$ cat src/rtl/twobit_gt_bist_if.sv
// twobit_gt_bist_if
// Purpose: groups the operand/result bus between the BIST engine and the
//          twobit_gt comparator it exercises.
// Signals:
//   dut_a  WIDTH  operand A, driven by the BIST engine
//   dut_b  WIDTH  operand B, driven by the BIST engine
//   dut_f  1      comparator result (A > B), driven by the comparator
// Modports:
//   master  BIST side: drives the operands, receives the result
//   slave   comparator side: receives the operands, drives the result
interface twobit_gt_bist_if #(
  parameter int WIDTH = 2
);
  logic [WIDTH-1:0] dut_a;
  logic [WIDTH-1:0] dut_b;
  logic             dut_f;

  modport master (output dut_a, output dut_b, input dut_f);
  modport slave  (input dut_a, input dut_b, output dut_f);
endinterface

$ cat src/rtl/twobit_gt_bist.sv
// twobit_gt_bist
// Purpose: on-chip stimulus/response checker for the twobit_gt comparator
//          (F = A > B). On start it sweeps every {A,B} vector, holds each one
//          for DWELL cycles, samples F on the last held cycle, compares it
//          against the golden unsigned A > B and counts mismatches.
// Parameters:
//   WIDTH  operand width; the vector counter is 2*WIDTH bits
//   DWELL  cycles each vector is held (>= 1)
//   ERR_W  width of err_count; the count saturates at 2^ERR_W-1
// Ports:
//   clk             rising-edge clock
//   rst             synchronous, active-high reset
//   start           one-cycle pulse, honoured only in IDLE or DONE
//   dut_bus         master side of the comparator bus (dut_a, dut_b out; dut_f in)
//   busy            high while a sweep is running
//   done            high once a sweep has finished, until the next start or reset
//   pass            valid while done: 1 iff no mismatch was seen
//   err_count       saturating mismatch count
//   first_fail_vec  {A,B} of the first mismatching vector
//   first_fail_vld  first_fail_vec holds a valid capture
module twobit_gt_bist #(
  parameter int WIDTH = 2,
  parameter int DWELL = 4,
  parameter int ERR_W = 5
) (
  input  logic                 clk,
  input  logic                 rst,
  input  logic                 start,
  twobit_gt_bist_if.master     dut_bus,
  output logic                 busy,
  output logic                 done,
  output logic                 pass,
  output logic [ERR_W-1:0]     err_count,
  output logic [2*WIDTH-1:0]   first_fail_vec,
  output logic                 first_fail_vld
);

  localparam int VEC_W   = 2 * WIDTH;
  localparam int DWELL_W = (DWELL > 1) ? $clog2(DWELL) : 1;

  localparam logic [VEC_W-1:0]   VEC_MAX    = {VEC_W{1'b1}};
  localparam logic [ERR_W-1:0]   ERR_MAX    = {ERR_W{1'b1}};
  localparam logic [DWELL_W-1:0] DWELL_LAST = DWELL_W'(DWELL - 1);

  typedef enum logic [1:0] {
    S_IDLE = 2'd0,
    S_RUN  = 2'd1,
    S_DONE = 2'd2
  } state_t;

  state_t             state_q;
  state_t             state_d;
  logic [VEC_W-1:0]   vec;
  logic [DWELL_W-1:0] dwell;

  logic last_sample;
  logic golden;
  logic mismatch;
  logic sweep_end;

  // The operands are straight slices of the vector register, so they are
  // registered and read 0 whenever vec is 0 (reset and IDLE).
  assign dut_bus.dut_a = vec[VEC_W-1:WIDTH];
  assign dut_bus.dut_b = vec[WIDTH-1:0];

  // The comparison happens on the last held cycle of each vector, giving the
  // comparator DWELL-1 cycles of settling before its output is trusted.
  assign last_sample = (state_q == S_RUN) && (dwell == DWELL_LAST);
  assign golden      = (vec[VEC_W-1:WIDTH] > vec[WIDTH-1:0]);
  assign mismatch    = last_sample && (dut_bus.dut_f != golden);
  assign sweep_end   = last_sample && (vec == VEC_MAX);

  // State register; reset takes priority over any start request.
  always_ff @(posedge clk) begin
    if (rst) begin
      state_q <= S_IDLE;
    end else begin
      state_q <= state_d;
    end
  end

  // Next-state logic: start only counts from IDLE or DONE, so a pulse in
  // the middle of a sweep cannot restart it.
  always_comb begin
    state_d = state_q;
    case (state_q)
      S_IDLE:  if (start)     state_d = S_RUN;
      S_RUN:   if (sweep_end) state_d = S_DONE;
      S_DONE:  if (start)     state_d = S_RUN;
      default: state_d = S_IDLE;
    endcase
  end

  // Status outputs decode directly from the state register.
  always_comb begin
    busy = 1'b0;
    done = 1'b0;
    case (state_q)
      S_RUN:   busy = 1'b1;
      S_DONE:  done = 1'b1;
      default: ;
    endcase
  end

  // Sweep datapath: vector/dwell counters and result capture. Entering RUN
  // clears the previous results; pass is folded in on the final sample so
  // that a mismatch on the very last vector is still reflected.
  always_ff @(posedge clk) begin
    if (rst) begin
      vec            <= '0;
      dwell          <= '0;
      pass           <= 1'b0;
      err_count      <= '0;
      first_fail_vec <= '0;
      first_fail_vld <= 1'b0;
    end else if (state_q != S_RUN) begin
      if (start) begin
        vec            <= '0;
        dwell          <= '0;
        pass           <= 1'b0;
        err_count      <= '0;
        first_fail_vec <= '0;
        first_fail_vld <= 1'b0;
      end
    end else if (dwell == DWELL_LAST) begin
      dwell <= '0;
      if (mismatch) begin
        if (err_count != ERR_MAX) begin
          err_count <= err_count + ERR_W'(1);
        end
        if (!first_fail_vld) begin
          first_fail_vec <= vec;
          first_fail_vld <= 1'b1;
        end
      end
      if (vec == VEC_MAX) begin
        pass <= (err_count == '0) && !mismatch;
      end else begin
        vec <= vec + VEC_W'(1);
      end
    end else begin
      dwell <= dwell + DWELL_W'(1);
    end
  end

endmodule
$ cat src/flat_wrapper.sv
// flat-port wrapper written by rule: the top's interface ports become plain ports
module twobit_gt_bist_flat 
#(
  parameter int WIDTH = 2,
  parameter int DWELL = 4,
  parameter int ERR_W = 5
)
  (clk, rst, start, busy, done, pass, err_count, first_fail_vec, first_fail_vld, dut_bus_dut_a, dut_bus_dut_b, dut_bus_dut_f);
  twobit_gt_bist_if #(.WIDTH(WIDTH)) dut_bus_i ();
  input  logic clk;
  input  logic rst;
  input  logic start;
  output logic busy;
  output logic done;
  output logic pass;
  output logic [ERR_W-1:0] err_count;
  output logic [2*WIDTH-1:0] first_fail_vec;
  output logic first_fail_vld;
  output wire logic [$bits(dut_bus_i.dut_a)-1:0] dut_bus_dut_a;
  output wire logic [$bits(dut_bus_i.dut_b)-1:0] dut_bus_dut_b;
  input wire logic [$bits(dut_bus_i.dut_f)-1:0] dut_bus_dut_f;
  assign dut_bus_dut_a = dut_bus_i.dut_a;
  assign dut_bus_dut_b = dut_bus_i.dut_b;
  assign dut_bus_i.dut_f = dut_bus_dut_f;
  twobit_gt_bist #(.WIDTH(WIDTH), .DWELL(DWELL), .ERR_W(ERR_W)) u_core (.clk(clk), .rst(rst), .start(start), .dut_bus(dut_bus_i), .busy(busy), .done(done), .pass(pass), .err_count(err_count), .first_fail_vec(first_fail_vec), .first_fail_vld(first_fail_vld));
endmodule
$ cat config.mk
export PLATFORM = sky130hd
export DESIGN_NAME = twobit_gt_bist_flat
export DESIGN_NICKNAME = d
export VERILOG_FILES = /design/src/rtl/twobit_gt_bist_if.sv /design/src/rtl/twobit_gt_bist.sv /design/src/flat_wrapper.sv
export SDC_FILE = /design/constraint.sdc
export NUM_CORES = 1
export LEC_CHECK = 0
export ABC_CLOCK_PERIOD_IN_PS = 1700
export CORE_UTILIZATION = 44
export DETAILED_ROUTE_END_ITERATION = 16
export PLACE_DENSITY_LB_ADDON = 0.12
export SLEW_MARGIN = 25
export SYNTH_ARGS = -nofsm -noshare
export SYNTH_HDL_FRONTEND = slang
export SYNTH_SLANG_ARGS = --single-unit
$ cat constraint.sdc
create_clock -name clk -period 1.7 [get_ports clk]
set_input_delay 0.34 -clock clk [delete_from_list [all_inputs] [get_ports clk]]
set_output_delay 0.34 -clock clk [all_outputs]
set_load 0.05 [all_outputs]
# [Yosys cells after proc, flatten, opt, wreduce, memory -nomap -nowiden]
# Cells that the tools add are included.
[classes] add_sub_neg=3 magnitude_cmp=1 n_eq_ne=12 mux=28 n_reduce_logical=18
[op_table] operator="$mux W4" count=8
[op_table] operator="$mux W5" count=5
[op_table] operator="$mux W2" count=5
[op_table] operator="$mux W1" count=9
[op_table] operator="$reduce_and A3 Y1" count=3
[op_table] operator="$ne A2 B1 Y1 const B" count=4
[op_table] operator="$reduce_and A4 Y1" count=2
[op_table] operator="$reduce_bool A2 Y1" count=4
[op_table] operator="$add A5 B1 Y5 const B" count=1
[op_table] operator="$logic_not A5 Y1" count=1
[op_table] operator="$ne A5 B5 Y1 const B" count=1
[op_table] operator="$add A4 B1 Y4 const B" count=1
[op_table] operator="$eq A2 B2 Y1 const B" count=2
[op_table] operator="$eq A4 B4 Y1 const B" count=1
[op_table] operator="$logic_and A1 B1 Y1" count=4
[op_table] operator="$ne A2 B2 Y1 const B" count=2
[op_table] operator="$pmux W2 S2" count=1
[op_table] operator="$add A2 B1 Y2 const B" count=1
[op_table] operator="$eq A2 B1 Y1 const B" count=1
[op_table] operator="$gt A2 B2 Y1" count=1
[op_table] operator="$logic_not A2 Y1" count=1
[op_table] operator="$reduce_and A2 Y1" count=1
[op_table] operator="$reduce_or A2 Y1" count=1
[op_table] operator="$logic_not A1 Y1" count=1
[op_table] operator="$ne A1 B1 Y1" count=1
[totals] reg_bits=19 output_inout_bits=17 elab_cells=69

# [Longest topological paths before layout]
[logic_depth] word_depth=8 ltp_mapped=6 depth_no_buf=6

# [Worst setup path before layout]
# Ideal clock, no wire load.
[synth_path] kind="reg2reg" from="register u_core.vec[2]" to="register u_core.err_count[2]" setup_ns=0.072 arrival_ns=2.171 slack_ns=-0.543 stages_incl_launch_ff=7 n_path_buf=0 period_less_slack_ns=2.243 cell_sequence="dfxtp_1 inv_1 ha_1 nand2b_1 a221o_2 a2111oi_2 mux2i_1"
[synth_between] elab_chain_cells=5
[synth_lines] item="from (decl)" line_no="twobit_gt_bist.sv:53" text="logic [VEC_W-1:0] vec;"
[synth_lines] item="from (signal assigned)" line_no="twobit_gt_bist.sv:139" text="vec <= vec + VEC_W'(1);"
[synth_lines] item="$gt A2 B2 Y1" line_no="twobit_gt_bist.sv:69" text="assign golden = (vec[VEC_W-1:WIDTH] > vec[WIDTH-1:0]);"
[synth_lines] item="$ne A1 B1 Y1" line_no="twobit_gt_bist.sv:70" text="assign mismatch = last_sample && (dut_bus.dut_f != golden);"
[synth_lines] item="$logic_and A1 B1 Y1" line_no="twobit_gt_bist.sv:70"
[synth_lines] item="$reduce_bool A2 Y1 (no line)"
[synth_lines] item="$reduce_and A4 Y1 (no line)"
[synth_lines] item="to (signal assigned)" line_no="twobit_gt_bist.sv:129" text="err_count <= err_count + ERR_W'(1);"
[synth_lines] item="to (decl)" line_no="twobit_gt_bist.sv:33" text="output logic [ERR_W-1:0] err_count,"
# No other way between the ends.
# A chain may end at the register's enable or synchronous reset.

# [Worst setup path in the final report]
[layout_path] from="register u_core.vec[1]" to="register u_core.first_fail_vec[2]"
[layout_between] elab_chain_cells=5
[layout_lines] item="$gt A2 B2 Y1" line_no="twobit_gt_bist.sv:69"
[layout_lines] item="$ne A1 B1 Y1" line_no="twobit_gt_bist.sv:70"
[layout_lines] item="$logic_and A1 B1 Y1" line_no="twobit_gt_bist.sv:70"
[layout_lines] item="$reduce_bool A2 Y1 (no line)"
[layout_lines] item="$reduce_and A4 Y1 (no line)"
[layout_lines] item="to (signal assigned)" line_no="twobit_gt_bist.sv:132" text="first_fail_vec <= vec;"
[layout_lines] item="to (decl)" line_no="twobit_gt_bist.sv:34" text="output logic [2*WIDTH-1:0] first_fail_vec,"
# No other way between the ends.

==> metrics.csv <==
metric,value,unit
# DRC,0,
instance count on the critical path,6,
DIE AREA,2490,µm²
outcome,"finished, violations left",
RR Endpoint,u_core.first_fail_vec[2],
number of synthesized flops with an enable pin,0,
core area,2060,µm²
met3 GRT Util,3.70,%
maximum VDD drop,0.000473,V
Worst EP arrival,2.08,ns
RSZ-0062 raised after global routing,yes,
slew of the pin with the lowest slew margin,0.338,ns
max_cap viols,0,
via count,970,
most crowded layer after global routing,met2,
cell count after synthesis,114,
RR Startpoint,u_core.vec[1],
Leak,0.000568,µW
Die Height,49.9,µm
CP Capture Type,flip-flop,
Filler Cell Count,167,
Clock Skew,0.00491,ns
Slew Limit Fails,0,
Synth Area in Simple Gates,26.6,%
syn_area_per_cell,8.87,µm²
"Area growth, synth to finish",41.7,%
final hold vios,0,
Max Root-Sink Buffers,2,
Post-Route WL,2410,µm
sequential-to-total area share from yosys stat,37.6,%
clk_lat worst skew,0.30,ns
Top delay family on crit path,compound AO/OA/AOI/OAI gates,
worst hold path endpoint,u_core.first_fail_vec[3],
first-pass GRT wire length,3950,µm
# diodes,0,
Power Total,772,µW
DIE WIDTH,49.9,µm
main combinational cell family by area after synthesis,simple AND/OR/NAND/NOR gates,
Worst Slack Setup Final,-0.146,ns
top-level I/O count,21,
met1 Resource Use GR,23.5,%
DRT Pass-1 Iters,4,
Register-to-Register Setup Slack,-0.15,ns
CP startpoint kind,flip-flop,
asr flop ratio synth,0,%
Tcrit/Tclk final,109,%
Syn Nets,125,
Worst Hold Launch,u_core.first_fail_vec[3],
Final HPWL DP,1860,µm
crit path max fanout,5,
CTS H-tree depth,1,
CTS tree,built,
met2 Track Usage GR,39.6,%
master of the slowest instance on the critical path,a221o_2,
initial antenna violation count,0,
vias in the first global route,937,
Post-Synth XOR/XNOR Area,1.73,%
worst path cell trace,inv_2 > ha_4 > nand2b_4 > a221o_2 > a211oi_4 > mux2i_1,
# setup viols final,11,
post-synthesis adder-cell area fraction,8.66,%
Final Critical Period,1.85,ns
Site Rows,16,
warnings from Yosys,0,
port bufs,20,
vias per cell,5.39,
fmax,542,MHz
Netlist cell types,31,
hold_buf cts,0,
register clock-pin slew on the reported worst setup and hold paths,0.12,ns
final core utilization,69.5,%
failing checks,negative setup slack,
CP required,1.94,ns
Mapped Area,1010,µm²
P per Cell Area,539,nW/µm²
drt initial violations,3,
CTS Buf Count,3,
CTS root buffer,clkbuf_4,
predominant post-synthesis flop cell,dfxtp_1,
worst hold path class,reg -> reg,
crit path buf inv count,1,
Rel. slew slack,77.4,%
slowest cell delay on critical path,0.44,ns
Synth Register Bits,19,
layout cells sized above 1,39.2,%
post-DR wirelength/cell,13.4,µm
GRT Resource Usage Total,21.3,%
total overflow reported by the global router,0,
mux cell area share after synthesis,8.91,%
GPL Wtd Cong,0.813,
Final ANT Viol Nets,0,
Crit Path Category,reg -> reg,
CTS sink count,19,
Worst Hold Path Cells,2,
reg2reg path depth,6,
compound-gate portion of the synthesized area,13.0,%
largest net degree at the start of global routing,16,
Starting Density,49.0,%
fin nets,165,
-- synth_stat cells (all sizes together) (3+ instances only) --
cell type / number / share of area [%]
a211oi: 3 / 4.0
a21oi: 8 / 4.0
dfxtp: 19 / 38
ha: 7 / 8.7
inv: 6 / 2.2
mux2i: 9 / 8.9
nand2: 15 / 6.3
nand2b: 8 / 5.0
nand3: 5 / 2.5
nand4: 4 / 2.5
nor2: 6 / 2.2
or2: 4 / 2.5
-- how the worst max path moves through the flow --
stage	from	end	slack, ns
after floorplan	u_core.vec[1]	u_core.first_fail_vec[0]	-0.16
after global placement	dut_bus_dut_f	u_core.first_fail_vec[1]	-0.13
after detailed placement	dut_bus_dut_f	u_core.first_fail_vec[2]	-0.25
after CTS	u_core.vec[1]	u_core.first_fail_vec[2]	-0.16
after global routing	u_core.vec[1]	u_core.first_fail_vec[1]	-0.21
final	u_core.vec[1]	u_core.first_fail_vec[2]	-0.15
-- flip-flops by register name, indices dropped and copies added (netlist names) --
name                   cells
u_core.dwell               2
u_core.first_fail_vec      4
u_core.err_count           5
u_core.first_fail_vld      1
u_core.pass                1
u_core.vec                 4
u_core.state_q             2
-- timing repair --
action | CTS | global route
pin swaps | 0 | 0
buffers inserted | 0 | 1
resized for setup | 0 | 3
endpoints found under the setup margin | 10 | 11
-- power breakdown --
group | switching (µW) | total (µW) | internal [µW]
clock | 150 | 241 | 91.5
combinational | 47.6 | 82.6 | 35.0
sequential | 3.26 | 448 | 445
-- per-layer routing --
| metal | vias to the layer above | wire length, µm | share of wire [%] |
|---|---|---|---|
| met2 | 20 | 1240 | 52 |
| met3 | 6 | 65 | 2.7 |
| li1 | 477 | - | - |
| met5 | - | 0 | 0 |
| met1 | 467 | 1060 | 44 |
| met4 | 0 | 38 | 1.6 |
-- final cells by class --
class	count	area [µm²]	area share, %
multi-input cells	86	649	45.3
repair buffers	37	302	21.0
clock buffers	4	26.3	1.83
inverters	7	26.3	1.83
flip-flops and latches	19	395	27.6
well taps	27	33.8	2.36
-- worst min-delay path, stage by stage, from the launching register on --
cell and delay (ns):
dfxtp_1 0.33, nand2_1 0.05, mux2i_1 0.05
-- cell families (layout without fill, tap and decap cells) --
logic type | count (synthesis) | after routing
adders and majority gates | 7 | 7
and+or+nand+nor | 51 | 51
AOI/OAI and AO/OA | 17 | 17
muxes | 9 | 9
buffers and inverters | 9 | 48
xor gates and xnor gates | 2 | 2
DFF | 19 | 19
-- layout by cell type, fill, tap and decap left out, types with 3 or more instances in the layout --
cell type	count
buf_4	32
clkdlybuf4s50_1	3
ha_1	5
clkbuf_4	3
dfxtp_2	3
nand4_1	4
or2_2	4
nand2_1	14
nand3_1	5
nand2b_1	7
nor2_1	6
dfxtp_1	13
inv_1	4
a21oi_1	8
dfxtp_4	3
mux2i_1	9
-- metrics by stage --
stage               std cells  worst slack, ns  hold slack, ns  cell area, µm²  TNS (ns)
floorplan                 114           -0.156           0.467            1070     -1.28
global placement          175           -0.134           0.442            1390     -1.12
detailed placement        175           -0.255           0.457            1390     -2.05
CTS                       179           -0.160           0.473            1410    -0.957
global route              180           -0.209           0.501            1430     -1.70
finish                    180           -0.146           0.470            1430    -0.967
Power figures use the tool's default switching activity.
